## src/rtl/hazard_unit.sv

```systemverilog
// -----------------------------------------------------------------------------
// hazard_unit
//
// Pipeline hazard controller for the 5-stage ARM core. It produces the
// forwarding selects for the Execute-stage operand muxes and the stall and
// flush controls for the F/D/E pipeline registers. It keeps its own copy of the
// Memory/Writeback destination register, RegWrite and PCSrc, so Execute only
// exports its E-stage control. Saturating debug counters record the number of
// cycles with stallD=1 and with flushE=1.
//
// Parameters
//   CNT_W         width of the saturating stall/flush counters
//
// Ports
//   clk           system clock, rising edge
//   reset         synchronous, active-high reset
//   RA1D, RA2D    Decode-stage source registers
//   RA1E, RA2E    Execute-stage source registers (operand A / operand B)
//   WriteAddrE    Execute-stage destination register
//   RegWriteE     Execute-stage register write (condition already applied)
//   MemtoRegE     Execute-stage instruction is a load
//   PCSrcD        Decode-stage instruction writes the PC (non-branch)
//   PCSrcE        Execute-stage PC write (condition already applied)
//   BranchTakenE  branch resolved taken in Execute
//   forwardAE/BE  operand select: 00 register file, 01 ResultW, 10 ALUResultM
//   stallF        hold the PC register
//   stallD        hold the F/D register
//   flushD        clear the F/D register
//   flushE        clear the D/E register
//   stallCount    cycles with stallD=1, saturating
//   flushCount    cycles with flushE=1, saturating
// -----------------------------------------------------------------------------
module hazard_unit #(
    parameter int unsigned CNT_W = 16
) (
    input  logic             clk,
    input  logic             reset,
    input  logic [3:0]       RA1D,
    input  logic [3:0]       RA2D,
    input  logic [3:0]       RA1E,
    input  logic [3:0]       RA2E,
    input  logic [3:0]       WriteAddrE,
    input  logic             RegWriteE,
    input  logic             MemtoRegE,
    input  logic             PCSrcD,
    input  logic             PCSrcE,
    input  logic             BranchTakenE,
    output logic [1:0]       forwardAE,
    output logic [1:0]       forwardBE,
    output logic             stallF,
    output logic             stallD,
    output logic             flushD,
    output logic             flushE,
    output logic [CNT_W-1:0] stallCount,
    output logic [CNT_W-1:0] flushCount
);

    localparam logic [3:0] PcReg = 4'd15;

    // Shadow of the Memory and Writeback stage control
    logic [3:0]       write_addr_m_q, write_addr_m_d;
    logic             reg_write_m_q, reg_write_m_d;
    logic             pc_src_m_q, pc_src_m_d;
    logic [3:0]       write_addr_w_q, write_addr_w_d;
    logic             reg_write_w_q, reg_write_w_d;
    logic             pc_src_w_q, pc_src_w_d;

    // Debug counters
    logic [CNT_W-1:0] stall_cnt_q, stall_cnt_d;
    logic [CNT_W-1:0] flush_cnt_q, flush_cnt_d;

    logic             ldr_stall;
    logic             pc_wr_pend;

    // Youngest writer wins; R15 reads come from PC+8 and are never forwarded.
    function automatic logic [1:0] fwd_sel(
        input logic [3:0] ra,
        input logic [3:0] wa_m,
        input logic       rw_m,
        input logic [3:0] wa_w,
        input logic       rw_w
    );
        logic [1:0] sel;
        sel = 2'b00;
        if (ra != PcReg) begin
            if (rw_m && (wa_m == ra)) begin
                sel = 2'b10;
            end else if (rw_w && (wa_w == ra)) begin
                sel = 2'b01;
            end
        end
        return sel;
    endfunction

    // Hazard detection and output equations
    always_comb begin
        ldr_stall  = MemtoRegE && RegWriteE && (WriteAddrE != PcReg) &&
                     ((WriteAddrE == RA1D) || (WriteAddrE == RA2D));
        pc_wr_pend = PCSrcD || PCSrcE || pc_src_m_q;

        if (reset) begin
            forwardAE = 2'b00;
            forwardBE = 2'b00;
            stallF    = 1'b0;
            stallD    = 1'b0;
            flushD    = 1'b1;
            flushE    = 1'b1;
        end else begin
            forwardAE = fwd_sel(RA1E, write_addr_m_q, reg_write_m_q,
                                write_addr_w_q, reg_write_w_q);
            forwardBE = fwd_sel(RA2E, write_addr_m_q, reg_write_m_q,
                                write_addr_w_q, reg_write_w_q);
            stallD    = ldr_stall;
            stallF    = ldr_stall || pc_wr_pend;
            // With ldr_stall and BranchTakenE together, flushD beats stallD at F/D.
            flushD    = pc_wr_pend || pc_src_w_q || BranchTakenE;
            flushE    = ldr_stall || BranchTakenE;
        end
    end

    // Next state: M and W never stall, so they advance every cycle.
    // flushE clears the D/E register, i.e. the instruction that would enter E
    // next cycle; that bubble reaches us through the E-stage inputs then. The
    // instruction currently in E (the load or the taken branch) still proceeds
    // to M with its own control, which keeps load-use forwarding working.
    always_comb begin
        write_addr_m_d = WriteAddrE;
        reg_write_m_d  = RegWriteE;
        pc_src_m_d     = PCSrcE;
        write_addr_w_d = write_addr_m_q;
        reg_write_w_d  = reg_write_m_q;
        pc_src_w_d     = pc_src_m_q;

        stall_cnt_d = stall_cnt_q;
        if (stallD && (stall_cnt_q != {CNT_W{1'b1}})) begin
            stall_cnt_d = stall_cnt_q + CNT_W'(1);
        end

        flush_cnt_d = flush_cnt_q;
        if (flushE && (flush_cnt_q != {CNT_W{1'b1}})) begin
            flush_cnt_d = flush_cnt_q + CNT_W'(1);
        end
    end

    always_ff @(posedge clk) begin
        if (reset) begin
            write_addr_m_q <= 4'd0;
            reg_write_m_q  <= 1'b0;
            pc_src_m_q     <= 1'b0;
            write_addr_w_q <= 4'd0;
            reg_write_w_q  <= 1'b0;
            pc_src_w_q     <= 1'b0;
            stall_cnt_q    <= '0;
            flush_cnt_q    <= '0;
        end else begin
            write_addr_m_q <= write_addr_m_d;
            reg_write_m_q  <= reg_write_m_d;
            pc_src_m_q     <= pc_src_m_d;
            write_addr_w_q <= write_addr_w_d;
            reg_write_w_q  <= reg_write_w_d;
            pc_src_w_q     <= pc_src_w_d;
            stall_cnt_q    <= stall_cnt_d;
            flush_cnt_q    <= flush_cnt_d;
        end
    end

    assign stallCount = stall_cnt_q;
    assign flushCount = flush_cnt_q;

endmodule
```

## config.mk

```make
export PLATFORM = sky130hd
export DESIGN_NAME = hazard_unit
export DESIGN_NICKNAME = d
export VERILOG_FILES = /design/src/rtl/hazard_unit.sv
export SDC_FILE = /design/constraint.sdc
export NUM_CORES = 1
export LEC_CHECK = 0
export BUFFER_PORTS_ARGS = -buffer_cell sky130_fd_sc_hd__clkbuf_2
export CAP_MARGIN = 20
export CELL_PAD_IN_SITES_DETAIL_PLACEMENT = 1
export CELL_PAD_IN_SITES_GLOBAL_PLACEMENT = 2
export CORE_MARGIN = 1.5
export CORE_UTILIZATION = 32
export CTS_BUF_LIST = sky130_fd_sc_hd__clkbuf_2
export DETAILED_ROUTE_END_ITERATION = 8
export PLACE_DENSITY = 0.83
export SLEW_MARGIN = 20
export SYNTH_ARGS = -nofsm -noshare
export SYNTH_HDL_FRONTEND = slang
export SYNTH_SLANG_ARGS = --single-unit
```

## constraint.sdc

```tcl
create_clock -name clk -period 2 [get_ports clk]
set_input_delay 0.1 -clock clk [delete_from_list [all_inputs] [get_ports clk]]
set_output_delay 0.1 -clock clk [all_outputs]
set_load 0.02 [all_outputs]
```

; ---- Word level (Yosys, flattened, before mapping)
; Index checks and enable logic that the tools add are counted.
[totals]
ff_bits = 44
in_bits = 27
out_inout_bits = 40
wordCells = 49
[classes]
addsub = 2
eq_ne = 11
n_mux = 12
reduce_logical = 16
[ops]
columns = op, count
row1 = $add 16x1->16 const B, 2
row2 = $ne 16x16->1 const B, 2
row3 = $eq 4x4->1, 6
row4 = $mux 2, 6
row5 = $ne 4x4->1 const B, 3
row6 = $logic_and 1x1->1, 9
row7 = $logic_or 1x1->1, 7
row8 = $mux 1, 6

; ---- Longest topological paths before layout
; Gate-level depths: netlist of run 1.
[depth]
word_depth = 6
ltp_mapped = 6
ltp_nobuf = 6

; ---- Least setup slack after synthesis of run 1
; Ideal clock, no wire load.
[synth_timing]
kind = register to register
start = register flush_cnt_q[0] (netlist: flushCount[0])
end = register flush_cnt_q[11] (netlist: flushCount[11])
setup_ns = 0.121
arrival_time_ns = 1.860
slack_ns = 0.019
path_stages_with_launch = 7
path_buffers = 0
cell_sequence = dfxtp_1 -> ha_1 -> and3_1 -> nand3_1 -> o32ai_2 -> nor3_1 -> mux2_2
[synth_between]
elab_chain_cells = 2
[synth_lines]
columns = item, line
row1 = from (decl), 70  ; logic [CNT_W-1:0] flush_cnt_q, flush_cnt_d;
row2 = from (signal assigned), 163  ; flush_cnt_q <= flush_cnt_d;
row3 = "parallel branches: the longest is 2 deep, another holds $add 16x1->16", -
; Several ways; the timed one is not identified.
; A chain may end at the register's enable or synchronous reset.

; ---- Worst setup path in the final report of run 1
[layout_timing]
start = register flush_cnt_q[0] (netlist: flushCount[0])
end = register flush_cnt_q[2] (netlist: flushCount[2])
; The elaborated chain is that of the path after synthesis.

==> run summary, run 1 <==
post-synthesis async set-or-reset flop share: 0%
worst hold start: BranchTakenE
final WL: 7230 µm
final setup fails: 0
post-synthesis mux area share: 5.83%
clk_skew: 0.0316 ns
Filler cells: 944
DRT antenna net count: 0
Yosys Warn Count: 0
Net Count, Synth: 321
# IOs: 67
Nets: 408
Die Y: 91.6 µm
Arr. time, crit path: 2.23 ns
Mean Syn Cell Area: 8.60 µm²
Hold Path Class: input port to flop
Post-Synth Adder-Cell Area: 0.996%
prevailing post-synth register cell: dfxtp_1
Maximum Capacitance Violations: 0
antenna cells: 0
Die Span X: 91.6 µm
P_leak: 1.35 nW
share of layout cells above drive strength 1: 31.6%
Layout Area Growth over Synthesis: 27.9%
number of flops mapped to enable cells by yosys: 0
commonest non-fill, non-tap cell in the layout: clkbuf_2
CP max FO: 10
Post-Syn Area: 0.00251 mm²
H-tree depth: 2
RR Startpoint: flushCount[0]$_SDFFE_PP0P_
Detailed Routing Iterations Pass 1: 4
reg-to-reg endpoint: flushCount[2]$_SDFFE_PP0P_
r2r worst-path depth: 7
CP required: 2.32 ns
final hold vios: 0
combinational family with the most area after synthesis: simple AND/OR/NAND/NOR gates
Slew Viols, Final: 0
vias in the first global route: 2443
register area: 883 µm²
#FFs+latches synth: 44
first-pass GRT wire length: 12000 µm
sequential area share after synthesis: 35.1%
gr usage total: 17.6%
largest net degree at the start of global routing: 52
R2R Setup Slk: 0.08 ns
status: finished, final reports clean
Clk pin slew, worst setup/hold paths: 0.23 ns
number of DRC markers in iteration 0: 54
WHS Endpoint: flushCount[12]$_SDFFE_PP0P_
commonest non-fill, non-tap cells in the layout: clkbuf_2 (72), dfxtp_1 (42), nor2b_1 (25), buf_4 (21)
Post-Synth XOR/XNOR Area: 7.67%
Worst slew margin: 62.2%
Root Driver: clkbuf_2
DIE AREA: 0.00839 mm²
routed length per instance: 15.0 µm
core area: 0.00765 mm²
power density cells: 517 mW/mm²
post-synthesis cell count: 292
multi-input combinational cell area: 0.00155 mm²
via/cell ratio: 5.19
CTS tree: built
Starting Density: 32.9%
maximum vdd ir drop: 280 µV
post-route cell area: 0.00321 mm²
remaining global-route overflow: 0
GPL Wtd Cong: 0.819
Placed Instance Area: 0.00308 mm²
clk sink count: 44
dpl cells: 468
min cycle time layout: 1.92 ns
Num CTS Buffers: 5
Synth Area in Compound Gates: 17.4%
RSZ-0062 raised after global routing: false
start point of the critical path: flushCount[0]$_SDFFE_PP0P_
startpoint types: flop
Layout Cells excl Fill: 482
TNS Setup: 0 ns
crit share post-route: 95.8%
count of cell types in the netlist: 47
initial antenna violation count: 0
clock insertion delay at the later pin of the skew report: 0.42 ns
Critical Path End Type: flop
Detailed Place HPWL: 5380 µm
CTS max path bufs: 2
hold path depth: 4
drt drc: 0
Simple-Gate Fraction of Synth Area: 29.6%
kind of critical path: flop to flop
vias: 2500
port bufs: 66
row cnt: 32
Slew @ Worst Pin: 0.565 ns
fmax: 522 MHz
metal layers:
layer	wire (µm)	track usage (%)	vias up
li1	-	-	1254
met1	3240	21.7	1199
met2	3680	31.7	42
met3	247	3.18	5
met4	57	3.78	0
met5	0	0	-
through the flow:
step	hold slack (ns)	power, mW	util, %	setup WS, ns
6_report	0.0543	1.66	42.0	0.0849
2_1_floorplan	0.228	1.05	-	0.0188
5_1_grt	0.0512	1.75	42.0	0.0151
3_5_place_dp	0.343	1.15	40.2	0.0850
4_1_cts	0.0108	1.69	41.9	0.0147
3_3_place_gp	0.338	1.15	40.2	0.0677
cell usage after synthesis (2+ instances only):
cell      number  area share (%)
dfxtp_1       44              35
nor2b_1       25             6.2
nor2_1        20             3.0
xor2_1        20             7.0
nand3_1       19             3.8
a21oi_1       13             2.6
mux2_2        12             5.4
nand2_1       12             1.8
nor3_1        12             2.4
clkbuf_1      11             1.6
inv_1         10             1.5
o21ai_0       10             2.0
and3_1         9             2.2
nand4_1        9             2.2
o31ai_1        9             2.7
or4_1          6             1.8
and4_1         4             1.4
nor4_1         4             1.0
a211oi_1       3            0.90
o21a_1         3            0.90
or3_1          3            0.75
a21o_1         2            0.60
ha_1           2             1.0
nor3b_1        2            0.60
nor4_4         2             1.7
o211ai_1       2            0.60
o221a_2        2            0.90
o31a_1         2            0.70
xnor2_1        2            0.70
cells by family after synthesis:
kind of cell | count (synthesis)
DFF | 44
xor gates and xnor gates | 22
muxes | 13
AOI/OAI and AO/OA | 59
and+or+nand+nor | 129
adders and majority gates | 2
buffers and inverters | 23
power by group:
part	internal [mW]	total, mW	switching [mW]	leakage (nW)
registers	0.897	0.910	0.0134	0.358
clock network	0.215	0.517	0.302	0.0430
logic	0.0991	0.233	0.134	0.949
total	1.21	1.66	0.450	1.35
cell type report:
class                      instances  share of cell area [%]
clock inverter                     2                    1.09
inverter                          10                    1.17
tap                              102                    3.97
clock buffer                       6                   0.935
multi-input combinational        225                    48.3
timing repair buffer              93                    17.1
sequential                        44                    27.5
worst max-delay path by stage:
stage	endpoint	slack, ns
floorplan	flushCount[11]$_SDFFE_PP0P_	0.02
global placement	flushCount[6]$_SDFFE_PP0P_	0.07
global route	stallF	0.02
detailed placement	flushCount[6]$_SDFFE_PP0P_	0.08
finish	flushCount[2]$_SDFFE_PP0P_	0.08
CTS	stallF	0.01
what timing repair did:
item                                    4_1_cts  5_1_grt
hold endpoints to repair                      6        0
buffers inserted                              0        0
endpoints found under the setup margin        0        5
gates resized for setup                       0        3
hold buffers                                  6        0
worst max-delay path, stage by stage, from the launching register on:
cell and delay [ns]:
dfxtp_1 0.36, ha_1 0.20, and3_1 0.21, nand3_1 0.18
o32ai_2 0.12, buf_4 0.19, nor3b_1 0.23, mux2_2 0.36
registers in the layout, summed over array words and instances, names as in the netlist:
signal,cells
flushCount,16
stallCount,16
write_addr_m_q,4
write_addr_w_q,4
pc_src_m_q,1
pc_src_w_q,1
reg_write_m_q,1
reg_write_w_q,1
No activity file was read; power rests on OpenSTA's default activity.
==> run 2, diff against run 1 <==
--- a/config.mk
+++ b/config.mk
@@ -13,7 +13,7 @@
 export CORE_UTILIZATION = 32
 export CTS_BUF_LIST = sky130_fd_sc_hd__clkbuf_2
 export DETAILED_ROUTE_END_ITERATION = 8
-export PLACE_DENSITY = 0.83
+export PLACE_DENSITY_LB_ADDON = 0.1
 export SLEW_MARGIN = 20
 export SYNTH_ARGS = -nofsm -noshare
 export SYNTH_HDL_FRONTEND = slang
==> run summary, run 2 (synthesis results as in run 1) <==
commonest non-fill, non-tap cells in the layout: clkbuf_2 (71), dfxtp_1 (43), nor2b_1 (25), buf_4 (24)
power density cells: 510 mW/mm²
final setup fails: 0
ordered cell list for the critical path: nand4_1 -> nor3_1 -> nand4_1 -> nor3_1 -> mux2_2
Critical Path End Type: flop
port bufs: 66
DIE AREA: 0.00839 mm²
Worst slew margin: 58.2%
Slew Viols, Final: 0
vias in the first global route: 2420
core area: 0.00765 mm²
maximum vdd ir drop: 304 µV
Clk pin slew, worst setup/hold paths: 0.24 ns
kind of critical path: flop to flop
first-pass GRT wire length: 11800 µm
DRT antenna net count: 0
Num CTS Buffers: 5
number of DRC markers in iteration 0: 89
H-tree depth: 2
GPL Wtd Cong: 0.778
Arr. time, crit path: 2.16 ns
Die Y: 91.6 µm
Starting Density: 32.9%
crit share post-route: 92.2%
post-route cell area: 0.00323 mm²
via/cell ratio: 5.13
status: finished, final reports clean
TNS Setup: 0 ns
crit-path max cell delay: 0.48 ns
CTS max path bufs: 2
CP required: 2.32 ns
final hold vios: 0
gr usage total: 17.6%
startpoint types: flop
Layout Utilization: 42.2%
Root Driver: clkbuf_2
R2R Setup Slk: 0.16 ns
fmax: 542 MHz
drt drc: 0
CP max stage cell: dfxtp_1
remaining global-route overflow: 0
Place WS: 0.0190 ns
Die Span X: 91.6 µm
P_leak: 1.36 nW
clock insertion delay at the later pin of the skew report: 0.42 ns
Slew @ Worst Pin: 0.626 ns
initial antenna violation count: 0
clk_skew: 0.0252 ns
antenna cells: 0
reg-to-reg endpoint: flushCount[15]$_SDFFE_PP0P_
# IOs: 67
Layout Area Growth over Synthesis: 28.5%
Setup WS post-layout: 0.155 ns
RR Startpoint: flushCount[6]$_SDFFE_PP0P_
vias: 2489
min cycle time layout: 1.84 ns
Maximum Capacitance Violations: 0
largest net degree at the start of global routing: 52
final WL: 7210 µm
CP max FO: 8
Nets: 411
Detailed Routing Iterations Pass 1: 4
share of layout cells above drive strength 1: 31.3%
row cnt: 32
Placed Instance Area: 0.00310 mm²
clk sink count: 44
r2r worst-path depth: 5
CTS tree: built
routed length per instance: 14.9 µm
Detailed Place HPWL: 5370 µm
commonest non-fill, non-tap cell in the layout: clkbuf_2
start point of the critical path: flushCount[6]$_SDFFE_PP0P_
RSZ-0062 raised after global routing: false
crit path to: flushCount[15]$_SDFFE_PP0P_
Hold Path Class: input port to flop
## run 2: final cells by class
cell class | instances | area, µm²
Clock inverter | 3 | 37.5
Fill cell | 921 | 4420
Timing Repair Buffer | 96 | 571
Multi-Input combinational cell | 225 | 1550
Sequential cell | 44 | 882
Tap cell | 102 | 128
Inverter | 10 | 37.5
Clock buffer | 5 | 25.0
## run 2: worst min path at each step
stage | endpoint | depth (start not counted) | slack, ns | startpoint
final | flushCount[12]$_SDFFE_PP0P_ | 4 | 0.06 | BranchTakenE
after global routing | flushCount[12]$_SDFFE_PP0P_ | 4 | 0.05 | BranchTakenE
after CTS | flushCount[12]$_SDFFE_PP0P_ | 4 | 0.03 | BranchTakenE
after detailed placement | reg_write_m_q$_SDFF_PP0_ | 2 | 0.34 | RegWriteE
after global placement | pc_src_m_q$_SDFF_PP0_ | 2 | 0.34 | PCSrcE
after floorplan | pc_src_m_q$_SDFF_PP0_ | 1 | 0.23 | PCSrcE
## run 2: metrics by stage
stage | total power [mW] | std cells | hold slack, ns
after floorplan | 1.05 | 292 | 0.228
after global placement | 1.15 | 471 | 0.338
after detailed placement | 1.15 | 471 | 0.343
after CTS | 1.68 | 485 | 0.0338
after global routing | 1.75 | 485 | 0.0453
final | 1.65 | 485 | 0.0601
## run 2: per-layer routing
| metal | GRT usage (%) | wire, µm | vias to the layer above |
|---|---|---|---|
| met2 | 30.9 | 3500 | 39 |
| li1 | - | - | 1257 |
| met5 | 0 | 0 | - |
| met3 | 3.52 | 199 | 7 |
| met4 | 4.30 | 68 | 0 |
| met1 | 21.8 | 3450 | 1186 |
## run 2: repair_timing
action | CTS | global route
hold buffers | 6 | 0
resized for setup | 0 | 2
hold endpoints to repair | 6 | 0
setup buffers | 0 | 0
endpoints found under the setup margin | 0 | 5
## run 2: report_power, final
| part | total [mW] | switching [mW] | internal [mW] | leakage, nW |
|---|---|---|---|---|
| registers | 0.911 | 0.0134 | 0.898 | 0.358 |
| logic | 0.230 | 0.131 | 0.0991 | 0.964 |
| clock network | 0.505 | 0.301 | 0.204 | 0.0380 |
## run 2: critical path: cells and delay by family (launching register included)
| kind | cells | cell delay, ns |
|---|---|---|
| flip-flops | 1 | 0.48 |
| multiplexers | 1 | 0.35 |
| AND/OR/NAND/NOR | 4 | 0.93 |
